`src/rtl/accumulator_processor.sv`:
```
// accumulator_processor: bus-master adder stage for the shared accumulator memory.
// Each round fetches A and B, adds them, and sends the sum back. The stage halts
// once the memory has nothing left to give.
// Optional build macro ACC_PROC_SATURATE_EN: a sum that carries out is clamped to
// all-ones instead of wrapping.
module accumulator_processor #(
    parameter int DATA_W = 32,
    parameter int CNT_W  = 16,
    parameter int GAP    = 1
) (
    input  logic              clk,
    input  logic              reset,
    input  logic              gnt,
    input  logic              signal,
    input  logic [DATA_W-1:0] read,
    output logic              req,
    output logic [1:0]        op,
    output logic [DATA_W-1:0] write,
    output logic              busy,
    output logic              halted,
    output logic [CNT_W-1:0]  add_count
);

    localparam int GW = (GAP > 1) ? $clog2(GAP) : 1;
    localparam logic [1:0] OP_NOP   = 2'b00;
    localparam logic [1:0] OP_FETCH = 2'b01;
    localparam logic [1:0] OP_SEND  = 2'b10;

    typedef enum logic [3:0] {
        IDLE, REQ_A, FET_A, REQ_B, FET_B, ADD, REQ_S, SEND, GAPW, HALT
    } state_t;

    state_t            state, state_n, ret_st, ret_n;
    logic [1:0]        op_r, op_n;
    logic              req_n, busy_n, halted_n;
    logic [DATA_W-1:0] a_r, a_n, b_r, b_n, write_n, sum_w;
    logic [CNT_W-1:0]  cnt_n;
    logic [GW-1:0]     gap_cnt, gap_n;

`ifdef ACC_PROC_SATURATE_EN
    logic [DATA_W:0] sum_x;
    // Carry-out clamps to all-ones, so a nonzero pair never sums to zero.
    always_comb begin
        sum_x = {1'b0, a_r} + {1'b0, b_r};
        sum_w = sum_x[DATA_W] ? {DATA_W{1'b1}} : sum_x[DATA_W-1:0];
    end
`else
    // Modulo 2^DATA_W: the carry-out is simply dropped.
    always_comb sum_w = a_r + b_r;
`endif

    // The memory only acts on op while we own the bus, so gnt masks it.
    assign op = op_r & {2{gnt}};

    // Next-state and next-register values; every output comes from a flop.
    always_comb begin
        state_n  = state;
        ret_n    = ret_st;
        op_n     = op_r;
        req_n    = req;
        a_n      = a_r;
        b_n      = b_r;
        write_n  = write;
        cnt_n    = add_count;
        gap_n    = gap_cnt;
        case (state)
            IDLE: begin
                state_n = REQ_A;
                req_n   = 1'b1;
            end
            REQ_A, REQ_B, REQ_S: begin
                if (gnt) begin
                    state_n = (state == REQ_A) ? FET_A : (state == REQ_B) ? FET_B : SEND;
                    op_n    = (state == REQ_S) ? OP_SEND : OP_FETCH;
                end
            end
            FET_A: begin
                // A signal while the bus is not ours belongs to another master.
                if (signal && gnt) begin
                    a_n   = read;
                    op_n  = OP_NOP;
                    req_n = 1'b0;
                    if (read == '0) begin
                        state_n = HALT;
                    end else begin
                        state_n = GAPW;
                        ret_n   = REQ_B;
                        gap_n   = GW'(GAP - 1);
                    end
                end
            end
            FET_B: begin
                if (signal && gnt) begin
                    b_n     = read;
                    op_n    = OP_NOP;
                    req_n   = 1'b0;
                    state_n = ADD;
                end
            end
            ADD: begin
                // An empty B means A is the last live value; return it untouched.
                write_n = (b_r == '0) ? a_r : sum_w;
                state_n = GAPW;
                ret_n   = REQ_S;
                gap_n   = GW'(GAP - 1);
            end
            SEND: begin
                if (signal && gnt) begin
                    op_n  = OP_NOP;
                    req_n = 1'b0;
                    if (b_r != '0 && add_count != {CNT_W{1'b1}})
                        cnt_n = add_count + 1'b1;
                    if (b_r == '0) begin
                        state_n = HALT;
                    end else begin
                        state_n = GAPW;
                        ret_n   = REQ_A;
                        gap_n   = GW'(GAP - 1);
                    end
                end
            end
            GAPW: begin
                if (gap_cnt == '0) begin
                    state_n = ret_st;
                    req_n   = 1'b1;
                end else begin
                    gap_n = gap_cnt - 1'b1;
                end
            end
            HALT:    state_n = HALT;
            default: state_n = IDLE;
        endcase
        busy_n   = !(state_n == IDLE || state_n == HALT);
        halted_n = (state_n == HALT);
    end

    // State and output registers; reset aborts any transaction in flight.
    always_ff @(posedge clk or negedge reset) begin
        if (!reset) begin
            state     <= IDLE;
            ret_st    <= REQ_A;
            op_r      <= OP_NOP;
            req       <= 1'b0;
            a_r       <= '0;
            b_r       <= '0;
            write     <= '0;
            add_count <= '0;
            gap_cnt   <= '0;
            busy      <= 1'b0;
            halted    <= 1'b0;
        end else begin
            state     <= state_n;
            ret_st    <= ret_n;
            op_r      <= op_n;
            req       <= req_n;
            a_r       <= a_n;
            b_r       <= b_n;
            write     <= write_n;
            add_count <= cnt_n;
            gap_cnt   <= gap_n;
            busy      <= busy_n;
            halted    <= halted_n;
        end
    end

endmodule

```
`config.mk`:
```
export PLATFORM = sky130hd
export DESIGN_NAME = accumulator_processor
export DESIGN_NICKNAME = d
export VERILOG_FILES = /design/src/rtl/accumulator_processor.sv
export SDC_FILE = /design/constraint.sdc
export NUM_CORES = 1
export LEC_CHECK = 0
export ABC_AREA = 1
export CELL_PAD_IN_SITES_DETAIL_PLACEMENT = 1
export CELL_PAD_IN_SITES_GLOBAL_PLACEMENT = 2
export CORE_MARGIN = 2
export CORE_UTILIZATION = 32
export CTS_BUF_LIST = sky130_fd_sc_hd__clkbuf_4
export DETAILED_ROUTE_END_ITERATION = 7
export PLACE_DENSITY = 0.89
export SYNTH_ARGS = -nofsm -noshare
export SYNTH_HDL_FRONTEND = slang
export SYNTH_SLANG_ARGS = --single-unit
```
`constraint.sdc`:
```
create_clock -name clk -period 2.54 [get_ports clk]
set_clock_uncertainty 0.2 [all_clocks]
set_input_delay 0.254 -clock clk [delete_from_list [all_inputs] [get_ports clk]]
set_output_delay 0.254 -clock clk [all_outputs]
set_load 0.1 [all_outputs]
```
==> insert_results.sql, run 1 <==
INSERT INTO impl_metrics (metric_group, metric, value, unit) VALUES
('outcome', 'outcome', 'finished, final reports clean', ''),
('global_route', 'grt_util_all_layers', '19.9', '%'),
('floorplanning', 'dieHeight', '162', 'um'),
('hold_path', 'worst_hold_check_path_type', 'input pin to register', ''),
('finish', 'drive_above_1_share', '9.58', '%'),
('critical_path', 'timing.setup.critical_path_class', 'register to register', ''),
('timing', 'hold_viol_final', '0', ''),
('clock_tree', 'cts.path.max_buffers', '2', ''),
('critical_path', 'critPathRequiredTime', '2.78', 'ns'),
('timing', 'max_slew_margin', '67.5', '%'),
('pwr', 'p_switching', '7.55', 'mW'),
('global_route', 'grt_pass1_wl', '41.1', 'mm'),
('drt', 'drc', '0', ''),
('finish', 'nets', '1361', ''),
('finish', 'postLayoutCellArea', '9500', 'um^2'),
('pwr', 'clock_power_share', '10.4', '%'),
('floorplanning', 'initial_core_util', '32.7', '%'),
('yosys', 'synthArstFlopShare', '100', '%'),
('place', 'half_perimeter_wire_length_after_detailed_placement', '19.4', 'mm'),
('drt', 'number_of_detailed_route_iterations_in_the_first_pass', '5', ''),
('timing', 'tightestPinTransition', '0.483', 'ns'),
('place', 'dpl.cell_count', '1592', ''),
('drt', 'routed_wire_length', '25.2', 'mm'),
('yosys', 'synth_largest_type_area_fraction', '38.6', '%'),
('drt', 'detail_route.vias_per_cell', '4.65', ''),
('critical_path', 'regToRegSetupSlack', '0.15', 'ns'),
('yosys', 'cell_area_after_technology_mapping', '7970', 'um^2'),
('pwr', 'comb_power_share', '62.9', '%'),
('global_route', 'grt_antenna_before_repair', '1', ''),
('timing', 'slew_violations', '0', ''),
('critical_path', 'crit_path_end_kind', 'register', ''),
('timing', 'min_tclk_post_route', '2.39', 'ns'),
('clock_tree', 'clock-sinks', '124', ''),
('place', 'placement_cell_area', '9150', 'um^2'),
('timing', 'share_of_the_clock_period_used_by_the_worst_path', '94.3', '%'),
('floorplanning', 'fp.coreArea', '24400', 'um^2'),
('timing', 'timing.final.setup_violations', '0', ''),
('clock_tree', 'cts.root.buffer_cell', 'sky130_fd_sc_hd__clkbuf_4', ''),
('clock_tree', 'path_clk_slew', '0.13', 'ns'),
('yosys', 'synth.yosys.seq_area_share', '39.0', '%'),
('yosys', 'synth-edff-count', '0', ''),
('yosys', 'ys_dominant_reg_cell', 'sky130_fd_sc_hd__dfrtp_1', ''),
('finish', 'syn_to_final_growth', '19.2', '%'),
('drt', 'drt_first_iter_violations', '330', ''),
('floorplanning', 'rows', '57', ''),
('clock_tree', 'source_to_sink_clock_delay_at_the_later_pin_of_the_worst_skew_pair', '0.56', 'ns'),
('place', 'gp_congestion', '0.874', ''),
('critical_path', 'setup.worst_path.start_class', 'register', ''),
('timing', 'fmaxAchievable', '418', 'MHz'),
('global_route', 'grt_max_degree', '43', ''),
('drt', 'num_vias', '7577', ''),
('floorplanning', 'io-pin-count', '89', ''),
('pwr', 'ir_worst_vdd', '658', 'uV'),
('yosys', 'count_of_unique_library_cells_instantiated_by_yosys', '34', ''),
('finish', 'fillerInstances', '3221', ''),
('global_route', 'globalRoute.totalOverflow', '0', ''),
('run', 'maxCapViolCount', '0', ''),
('yosys', 'syn-instance-count', '1192', ''),
('critical_path', 'worstPathMaxFanout', '7', ''),
('floorplanning', 'die_area', '26200', 'um^2'),
('floorplanning', 'die_width', '162', 'um'),
('clock_tree', 'cts_inserted_buffers', '17', ''),
('drt', 'count_of_antenna_violating_nets_left_after_detailed_routing', '0', ''),
('timing', 'rsz_0062_raised_after_global_routing', 'false', ''),
('pwr', 'seq_power_share', '26.7', '%'),
('pwr', 'power_density', '1410', 'nW/um^2'),
('global_route', 'grt_pass1_vias', '7886', ''),
('timing', 'totalNegativeSetupSlack', '0', 'ns'),
('yosys', 'synth-seq-cells', '124', ''),
('finish', 'final_instance_count_excl_fillers', '1630', ''),
('yosys', 'yosysWarnings', '0', ''),
('place', 'port-buffer-count', '88', ''),
('yosys', 'syn_nets', '1261', ''),
('drt', 'route.detailed.wl_per_inst', '15.5', 'um'),
('yosys', 'post_synth_main_area_contributors', 'sky130_fd_sc_hd__dfrtp_1 (39%), sky130_fd_sc_hd__nand2_1 (20%), sky130_fd_sc_hd__inv_1 (8.1%)', ''),
('pwr', 'switching_share_of_total_power', '56.4', '%'),
('clock_tree', 'cts_htree_levels', '4', ''),
('pwr', 'intPower', '5.84', 'mW'),
('yosys', 'synth.largest_area_cell', 'sky130_fd_sc_hd__dfrtp_1', ''),
('clock_tree', 'cts_tree', 'done', ''),
('critical_path', 'worst_ep_arrival_time', '2.64', 'ns'),
('pwr', 'leakage', '5.26', 'nW'),
('yosys', 'postSynthAreaPerCell', '6.69', 'um^2');
## synth_stat cells, types with 2 or more instances
cell type                    n
sky130_fd_sc_hd__nand2_1   433
sky130_fd_sc_hd__inv_1     172
sky130_fd_sc_hd__nor2_1    134
sky130_fd_sc_hd__dfrtp_1   123
sky130_fd_sc_hd__o21ai_0    90
sky130_fd_sc_hd__nand3_1    51
sky130_fd_sc_hd__a21oi_1    37
sky130_fd_sc_hd__ha_1       32
sky130_fd_sc_hd__xor2_1     18
sky130_fd_sc_hd__nand4_1    16
sky130_fd_sc_hd__clkbuf_1   14
sky130_fd_sc_hd__o21ai_1    11
sky130_fd_sc_hd__nor3_1     10
sky130_fd_sc_hd__xnor2_1    10
sky130_fd_sc_hd__buf_2       6
sky130_fd_sc_hd__inv_2       5
sky130_fd_sc_hd__buf_4       3
sky130_fd_sc_hd__buf_6       3
sky130_fd_sc_hd__o211ai_1    3
sky130_fd_sc_hd__o21bai_1    3
sky130_fd_sc_hd__buf_1       2
sky130_fd_sc_hd__nor2_2      2
sky130_fd_sc_hd__nor4_1      2
sky130_fd_sc_hd__or2_2       2
## kinds of logic (layout without fill, tap and decap cells)
| group | count (synthesis) | in the layout | synth area share (%) |
|---|---|---|---|
| AND/OR/NAND/NOR | 655 | 655 | 33.0 |
| buffers and inverters | 205 | 318 | 10.2 |
| AO/OA/AOI/OAI | 147 | 147 | 9.51 |
| flip-flops | 124 | 124 | 39.0 |
| adder cells (fa/ha/maj) | 33 | 33 | 5.28 |
| XOR/XNOR | 28 | 28 | 3.08 |
| other | 0 | 1 | 0 |
## critical path, cell delays in order (launching register included)
cell	delay (ns)
sky130_fd_sc_hd__dfrtp_1	0.43
sky130_fd_sc_hd__ha_2	0.36
sky130_fd_sc_hd__or2_2	0.30
sky130_fd_sc_hd__nand3_1	0.09
sky130_fd_sc_hd__nand2_1	0.10
sky130_fd_sc_hd__nand2_1	0.11
sky130_fd_sc_hd__nand2_1	0.20
sky130_fd_sc_hd__nand2_1	0.17
sky130_fd_sc_hd__nand2_1	0.07
sky130_fd_sc_hd__nand2_1	0.07
sky130_fd_sc_hd__nand3_1	0.08
sky130_fd_sc_hd__nand2_1	0.07
sky130_fd_sc_hd__nand2_1	0.04
## layer usage
layer | routed length [um] | global-route usage (%)
met2 | 11600 | 32.8
met3 | 639 | 2.96
met4 | 196 | 4.47
met5 | 0 | 0
met1 | 12700 | 27.8
## power groups by stage
stage | registers (mW) | logic [mW] | clock network, mW
6_report | 3.58 | 8.42 | 1.39
5_1_grt | 3.72 | 9.36 | 1.53
4_1_cts | 3.59 | 8.43 | 1.44
3_5_place_dp | 3.63 | 8.37 | 0
3_3_place_gp | 3.59 | 8.24 | 0
2_1_floorplan | 5.49 | 4.21 | 0
## worst paths after layout
path                           start  cells past startpoint         to
max                           a_r[2]                     12  write[29]
min                         read[19]                      3    a_r[19]
max reg2reg                   a_r[2]                     12  write[29]
min reg2reg                write[30]                      2  write[30]
max in group asynchronous      reset                      3  write[29]
min in group asynchronous      reset                      3    b_r[18]
## cell type report
class                      instances  area (um^2)  area share [%]
multi-input combinational        863         4090            43.0
sequential                       124         3110            32.7
timing repair buffer             109          968            10.2
inverter                         177          667            7.02
tap                              324          405            4.27
clock buffer                      18          135            1.42
clock inverter                    14          129            1.36
antenna                            1         2.50          0.0263
## what timing repair did
item	4_1_cts	5_1_grt
setup buffers	0	3
setup endpoints to repair	0	13
hold buffers	2	0
endpoints found under the hold margin	123	0
gates resized for setup	0	9
## state kept, by name (all words and copies together), names as in the netlist
name       cells
a_r           32
b_r           32
write         32
add_count     16
state          4
ret_st         3
op_r           2
busy           1
halted         1
req            1
## placed cells by master (no fill, tap or decap), drive strengths merged, types with 4 or more instances in the layout
cell | Yosys | layout
clkbuf | 14 | 18
xor2 | 18 | 18
dfrtp | 123 | 123
clkinv | 0 | 8
nor2 | 137 | 137
clkinvlp | 0 | 4
nand4 | 16 | 16
inv | 177 | 177
nand3 | 52 | 52
a21oi | 37 | 37
buf | 14 | 74
nand2 | 433 | 433
o21ai | 101 | 101
ha | 32 | 32
xnor2 | 10 | 10
clkdlybuf4s50 | 0 | 34
nor3 | 11 | 11
## per-stage QoR
stage          setup WS, ns  hold WS, ns  util, %  total power [mW]
3_5_place_dp         0.0453       0.0484     37.5              12.0
6_report              0.145       0.0699     39.0              13.4
2_1_floorplan         0.138       -0.242        -              9.70
3_3_place_gp          0.109       0.0450     37.5              11.8
4_1_cts              0.0172       0.0325     38.7              13.5
5_1_grt              0.0173       0.0546     39.0              14.6
(Power assumes the default switching activity.)
==> inputs of run 2 (changes only) <==
Settings changed: MAX_ROUTING_LAYER set to met4.
==> run 2 against run 1 <==
- die area unchanged
- clock-buffer cell count did not move
- clock power hardly changed
- flip-flop and latch count unchanged
- largest power group unchanged
==> insert_results.sql, run 2 (synthesis results as in run 1) <==
INSERT INTO impl_metrics (metric_group, metric, value, unit) VALUES
('floorplanning', 'initial_core_util', '32.7', '%'),
('clock_tree', 'cts_tree', 'done', ''),
('finish', 'final_instance_count_excl_fillers', '1630', ''),
('drt', 'number_of_detailed_route_iterations_in_the_first_pass', '4', ''),
('floorplanning', 'die_width', '162', 'um'),
('floorplanning', 'io-pin-count', '89', ''),
('floorplanning', 'rows', '57', ''),
('finish', 'nets', '1361', ''),
('place', 'gp_congestion', '0.888', ''),
('floorplanning', 'dieHeight', '162', 'um'),
('pwr', 'ir_worst_vdd', '658', 'uV'),
('timing', 'slew_violations', '0', ''),
('drt', 'met2_wirelength', '11.6', 'mm'),
('hold_path', 'worstHoldStart', 'read[19]', ''),
('timing', 'rsz_0062_raised_after_global_routing', 'false', ''),
('drt', 'route.detailed.wl_per_inst', '15.5', 'um'),
('place', 'dpl.cell_count', '1592', ''),
('place', 'port-buffer-count', '88', ''),
('timing', 'totalNegativeSetupSlack', '0', 'ns'),
('drt', 'route.top_layer_used', 'met4', ''),
('clock_tree', 'clock-sinks', '124', ''),
('timing', 'timing.final.setup_violations', '0', ''),
('critical_path', 'crit_path_end_kind', 'register', ''),
('clock_tree', 'cts.path.max_buffers', '2', ''),
('global_route', 'grt_max_degree', '43', ''),
('finish', 'syn_to_final_growth', '19.2', '%'),
('timing', 'fmaxAchievable', '416', 'MHz'),
('timing', 'min_tclk_post_route', '2.40', 'ns'),
('run', 'maxCapViolCount', '0', ''),
('critical_path', 'worst_r2r_startpoint', 'a_r[2]', ''),
('finish', 'drive_above_1_share', '9.58', '%'),
('clock_tree', 'source_to_sink_clock_delay_at_the_later_pin_of_the_worst_skew_pair', '0.58', 'ns'),
('global_route', 'globalRoute.totalOverflow', '0', ''),
('clock_tree', 'cts.root.buffer_cell', 'sky130_fd_sc_hd__clkbuf_4', ''),
('drt', 'detailroute.wirelength.met3', '637', 'um'),
('global_route', 'grt_antenna_before_repair', '1', ''),
('timing', 'max_slew_margin', '67.5', '%'),
('global_route', 'grt_pass1_wl', '41.2', 'mm'),
('critical_path', 'regToRegSetupSlack', '0.14', 'ns'),
('global_route', 'grt_util_all_layers', '20.6', '%'),
('finish', 'registers_with_the_most_flip_flops', 'a_r x32, b_r x32, write x32', ''),
('finish', 'postLayoutCellArea', '9500', 'um^2'),
('outcome', 'outcome', 'finished, final reports clean', ''),
('clock_tree', 'cts_inserted_buffers', '17', ''),
('floorplanning', 'die_area', '26200', 'um^2'),
('critical_path', 'setup.worst_path.start_class', 'register', ''),
('clock_tree', 'path_clk_slew', '0.13', 'ns'),
('clock_tree', 'cts_htree_levels', '4', ''),
('timing', 'share_of_the_clock_period_used_by_the_worst_path', '94.6', '%'),
('place', 'half_perimeter_wire_length_after_detailed_placement', '19.4', 'mm'),
('pwr', 'power_density', '1410', 'nW/um^2'),
('critical_path', 'worst_ep_arrival_time', '2.67', 'ns'),
('timing', 'tightestPinTransition', '0.483', 'ns'),
('timing', 'final.hold.worst_slack', '0.0494', 'ns'),
('finish', 'leading_cell_type_in_the_layout_fill_and_taps_excluded', 'sky130_fd_sc_hd__nand2_1', ''),
('critical_path', 'critPathRequiredTime', '2.81', 'ns'),
('drt', 'routed_wire_length', '25.3', 'mm'),
('hold_path', 'hold_end', 'a_r[19]', ''),
('place', 'placement_cell_area', '9150', 'um^2'),
('critical_path', 'worstPathMaxFanout', '7', ''),
('global_route', 'grt_pass1_vias', '7876', ''),
('hold_path', 'worst_hold_check_path_type', 'input pin to register', ''),
('floorplanning', 'fp.coreArea', '24400', 'um^2'),
('drt', 'count_of_antenna_violating_nets_left_after_detailed_routing', '0', ''),
('pwr', 'leakage', '5.26', 'nW'),
('critical_path', 'critical_path.reg2reg.endpoint', 'write[29]', ''),
('timing', 'hold_viol_final', '0', ''),
('critical_path', 'r2r.worst_path.cells', '12', ''),
('drt', 'drc', '0', ''),
('critical_path', 'timing.setup.critical_path_class', 'register to register', ''),
('drt', 'num_vias', '7578', ''),
('hold_path', 'hold_depth', '3', ''),
('drt', 'wl_met1', '12.8', 'mm'),
('drt', 'drt_first_iter_violations', '389', ''),
('finish', 'top_library_cells_by_usage_in_the_layout_fill_and_taps_aside', 'sky130_fd_sc_hd__nand2_1 (431), sky130_fd_sc_hd__inv_1 (171), sky130_fd_sc_hd__nor2_1 (134)', ''),
('drt', 'detail_route.vias_per_cell', '4.65', '');
==> run 2: cell type report <==
| class | count | area, um^2 |
|---|---|---|
| fillers | 3220 | 14900 |
| multi-input cells | 863 | 4090 |
| flip-flops and latches | 124 | 3110 |
| repair buffers | 109 | 968 |
| inverters | 177 | 667 |
| well taps | 324 | 405 |
| clock buffers | 18 | 135 |
| clock inverters | 14 | 129 |
| diodes | 1 | 2.50 |
==> run 2: layer usage <==
| metal | vias to the layer above | GRT usage [%] |
|---|---|---|
| met5 | - | - |
| met4 | 0 | 4.59 |
| met3 | 18 | 2.96 |
| met2 | 77 | 32.9 |
| met1 | 3585 | 27.8 |
| li1 | 3898 | - |
==> run 2: report_power, final <==
part	switching, mW	total, mW	internal, mW
sequential	0.745	3.58	2.83
clock	0.824	1.40	0.574
combinational	6.00	8.44	2.44
==> run 2: critical path, cell delays in order, from the launching register on <==
cell and delay (ns):
sky130_fd_sc_hd__dfrtp_1 0.44, sky130_fd_sc_hd__ha_2 0.36, sky130_fd_sc_hd__or2_2 0.30, sky130_fd_sc_hd__nand3_1 0.09, sky130_fd_sc_hd__nand2_1 0.10, sky130_fd_sc_hd__nand2_1 0.11
sky130_fd_sc_hd__nand2_1 0.20, sky130_fd_sc_hd__nand2_1 0.17, sky130_fd_sc_hd__nand2_1 0.07, sky130_fd_sc_hd__nand2_1 0.07, sky130_fd_sc_hd__nand3_1 0.08, sky130_fd_sc_hd__nand2_1 0.07
sky130_fd_sc_hd__nand2_1 0.05
==> run 2: worst max-delay path by stage <==
stage | from | end | depth (start not counted)
after CTS | a_r[0] | write[20] | 13
after global placement | b_r[0] | write[20] | 13
after global routing | a_r[0] | write[16] | 13
after detailed placement | a_r[0] | write[20] | 13
final | a_r[2] | write[29] | 12
after floorplan | add_count[2] | add_count[11] | 8
==> run 2: stage by stage <==
step	setup WS [ns]	total power, mW	util, %
after floorplan	0.138	9.70	-
after global placement	0.109	11.8	37.5
after detailed placement	0.0453	12.0	37.5
after CTS	0.0172	13.5	38.7
after global routing	0.0168	14.6	39.0
final	0.138	13.4	39.0
==> run 2: timing repair <==
action | CTS | global route
hold buffers | 2 | 0
setup buffers | 0 | 3
endpoints found under the setup margin | 0 | 13
resized for setup | 0 | 9
endpoints found under the hold margin | 123 | 0
==> inputs of run 3 (changes only) <==
Settings changed: CELL_PAD_IN_SITES_DETAIL_PLACEMENT 1 to not set, CELL_PAD_IN_SITES_GLOBAL_PLACEMENT 2 to not set, CORE_UTILIZATION 32 to 45, PLACE_DENSITY 0.89 to 0.73.
==> run 3 against run 2 <==
- core utilization up 15 points
- worst hold slack worse by 0.026 ns
- clock power rose by 16%
- sequential power about the same
- routed wire length shrank 19%
- clock-buffer cell count unchanged
- flip-flop and latch count did not move
- combinational power fell by 3.4%
- non-clock buffer count shrank 8
- die area shrank 28%
- first-iteration DRC count grew 30%
==> insert_results.sql, run 3 (synthesis results as in run 1) <==
INSERT INTO impl_metrics (metric_group, metric, value, unit) VALUES
('timing', 'final.hold.worst_slack', '0.0238', 'ns'),
('place', 'half_perimeter_wire_length_after_detailed_placement', '15.8', 'mm'),
('clock_tree', 'cts_tree', 'done', ''),
('timing', 'share_of_the_clock_period_used_by_the_worst_path', '92.7', '%'),
('critical_path', 'setup.worst_path.start_class', 'register', ''),
('finish', 'nets', '1353', ''),
('clock_tree', 'cts.path.max_buffers', '2', ''),
('floorplanning', 'rows', '48', ''),
('drt', 'routed_wire_length', '20.5', 'mm'),
('timing', 'max_slew_margin', '58.6', '%'),
('clock_tree', 'clock-sinks', '124', ''),
('drt', 'route.detailed.wl_per_inst', '13.5', 'um'),
('global_route', 'grt_antenna_before_repair', '1', ''),
('pwr', 'comb_power_share', '61.1', '%'),
('critical_path', 'crit_path_end_kind', 'register', ''),
('pwr', 'p_switching', '7.24', 'mW'),
('floorplanning', 'io-pin-count', '89', ''),
('timing', 'timing.final.setup_violations', '0', ''),
('finish', 'registers_with_the_most_flip_flops', 'a_r x32, b_r x32, write x32', ''),
('clock_tree', 'path_clk_slew', '0.12', 'ns'),
('timing', 'min_tclk_post_route', '2.36', 'ns'),
('clock_tree', 'cts.root.buffer_cell', 'sky130_fd_sc_hd__clkbuf_4', ''),
('drt', 'count_of_antenna_violating_nets_left_after_detailed_routing', '0', ''),
('timing', 'final_worst_setup_slack', '0.185', 'ns'),
('global_route', 'globalRoute.totalOverflow', '0', ''),
('timing', 'tightestPinTransition', '0.620', 'ns'),
('finish', 'multi_input_area', '4070', 'um^2'),
('run', 'maxCapViolCount', '0', ''),
('pwr', 'intPower', '6.10', 'mW'),
('pwr', 'clock_power_share', '12.2', '%'),
('clock_tree', 'cts_htree_levels', '4', ''),
('place', 'port-buffer-count', '88', ''),
('drt', 'drt_first_iter_violations', '506', ''),
('hold_path', 'worst_hold_check_path_type', 'input pin to asynchronous set/reset pin', ''),
('place', 'dpl_worst_slack', '0.121', 'ns'),
('global_route', 'grt_pass1_wl', '34.3', 'mm'),
('drt', 'drc', '0', ''),
('timing', 'slew_violations', '0', ''),
('critical_path', 'worst_ep_arrival_time', '2.59', 'ns'),
('global_route', 'grt_pass1_vias', '7264', ''),
('timing', 'hold_viol_final', '0', ''),
('global_route', 'grt_max_degree', '65', ''),
('pwr', 'power_density', '1420', 'nW/um^2'),
('place', 'gp_congestion', '0.942', ''),
('drt', 'number_of_detailed_route_iterations_in_the_first_pass', '6', ''),
('clock_tree', 'source_to_sink_clock_delay_at_the_later_pin_of_the_worst_skew_pair', '0.56', 'ns'),
('outcome', 'outcome', 'finished, final reports clean', ''),
('pwr', 'switching_share_of_total_power', '54.3', '%'),
('global_route', 'grt_util_all_layers', '23.9', '%'),
('pwr', 'seq_power_share', '26.7', '%'),
('drt', 'num_vias', '7492', ''),
('finish', 'fillerInstances', '1749', ''),
('clock_tree', 'cts_inserted_buffers', '17', ''),
('critical_path', 'worstPathMaxFanout', '3', ''),
('finish', 'leading_cell_type_in_the_layout_fill_and_taps_excluded', 'sky130_fd_sc_hd__nand2_1', ''),
('finish', 'top_library_cells_by_usage_in_the_layout_fill_and_taps_aside', 'sky130_fd_sc_hd__nand2_1 (433), sky130_fd_sc_hd__inv_1 (172), sky130_fd_sc_hd__nor2_1 (134)', ''),
('floorplanning', 'initial_core_util', '46.1', '%'),
('finish', 'final-seq-area', '3110', 'um^2'),
('timing', 'fmaxAchievable', '425', 'MHz'),
('pwr', 'finalPower', '13.3', 'mW'),
('floorplanning', 'die_width', '137', 'um'),
('critical_path', 'r2r.worst_path.cells', '13', ''),
('finish', 'drive_above_1_share', '8.71', '%'),
('critical_path', 'critPathRequiredTime', '2.78', 'ns'),
('floorplanning', 'fp.coreArea', '17300', 'um^2'),
('timing', 'totalNegativeSetupSlack', '0', 'ns'),
('pwr', 'leakage', '5.27', 'nW'),
('critical_path', 'timing.setup.critical_path_class', 'register to register', ''),
('finish', 'syn_to_final_growth', '17.6', '%'),
('drt', 'detail_route.vias_per_cell', '4.92', ''),
('floorplanning', 'dieHeight', '137', 'um'),
('floorplanning', 'die_area', '18800', 'um^2'),
('pwr', 'ir_worst_vdd', '998', 'uV');
## run 3: cell count changes in the layout (fill, tap and decap cells not counted), sizes merged
| cell | change |
|---|---|
| buf | -8 |
| bufinv | +3 |
| clkinv | -1 |
| clkinvlp | -2 |
| diode | +1 |
## run 3: final cells by class
cell class                      count  area share (%)
Sequential cell                   124            33.2
Antenna cell                        2          0.0534
Clock buffer                       18            1.44
Inverter                          177            7.09
Clock inverter                     14            2.14
Timing Repair Buffer              101            9.69
Multi-Input combinational cell    863            43.4
Tap cell                          225            3.00
## run 3: through the flow
| step | util [%] | cells | cell area [um^2] |
|---|---|---|---|
| after global routing | 54.2 | 1524 | 9370 |
| after global placement | 52.0 | 1488 | 9000 |
| after CTS | 54.0 | 1521 | 9350 |
| final | 54.2 | 1524 | 9370 |
| after detailed placement | 52.0 | 1488 | 9000 |
| after floorplan | - | 1192 | 7970 |
## run 3: final timing paths
path                                 from      endpoint  slack (ns)
worst max-delay path               b_r[0]     write[22]        0.18
worst max register to register     b_r[0]     write[22]        0.18
min in group clk                 read[27]       a_r[27]        0.09
worst min-delay path                reset  add_count[5]        0.02
max in group asynchronous           reset        a_r[2]        1.32
worst min register to register  ret_st[2]     ret_st[2]        0.29
## run 3: power groups by stage
stage / logic [mW] / registers [mW] / clock network [mW]
floorplan: 4.21 / 5.49 / 0
global placement: 7.98 / 3.57 / 0
detailed placement: 8.11 / 3.58 / 0
CTS: 8.14 / 3.56 / 1.66
global route: 9.00 / 3.69 / 1.75
finish: 8.15 / 3.56 / 1.63
## run 3: repair_timing
item / CTS / global route
gates resized for setup: 0 / 3
setup buffers: 0 / 1
endpoints found under the hold margin: 95 / 0
setup endpoints to repair: 0 / 7
hold buffers: 1 / 0
## run 3: critical path, stage by stage, from the launching register on
cell	delay (ns)
sky130_fd_sc_hd__dfrtp_1	0.40
sky130_fd_sc_hd__ha_1	0.21
sky130_fd_sc_hd__inv_1	0.06
sky130_fd_sc_hd__fa_1	0.39
sky130_fd_sc_hd__inv_1	0.12
sky130_fd_sc_hd__nand2_1	0.06
sky130_fd_sc_hd__nand3_1	0.13
sky130_fd_sc_hd__nand2_1	0.08
sky130_fd_sc_hd__nand2_1	0.18
sky130_fd_sc_hd__nand2_1	0.10
sky130_fd_sc_hd__nand3_1	0.08
sky130_fd_sc_hd__nand3_1	0.07
sky130_fd_sc_hd__nand2_1	0.09
sky130_fd_sc_hd__nand2_1	0.06
## run 3: metal layers
metal | GRT usage [%] | vias up | routed length [um]
li1 | - | 3899 | -
met1 | 31.2 | 3364 | 9810
met2 | 37.3 | 197 | 9160
met3 | 4.44 | 32 | 1130
met4 | 8.59 | 0 | 408
met5 | - | - | 0
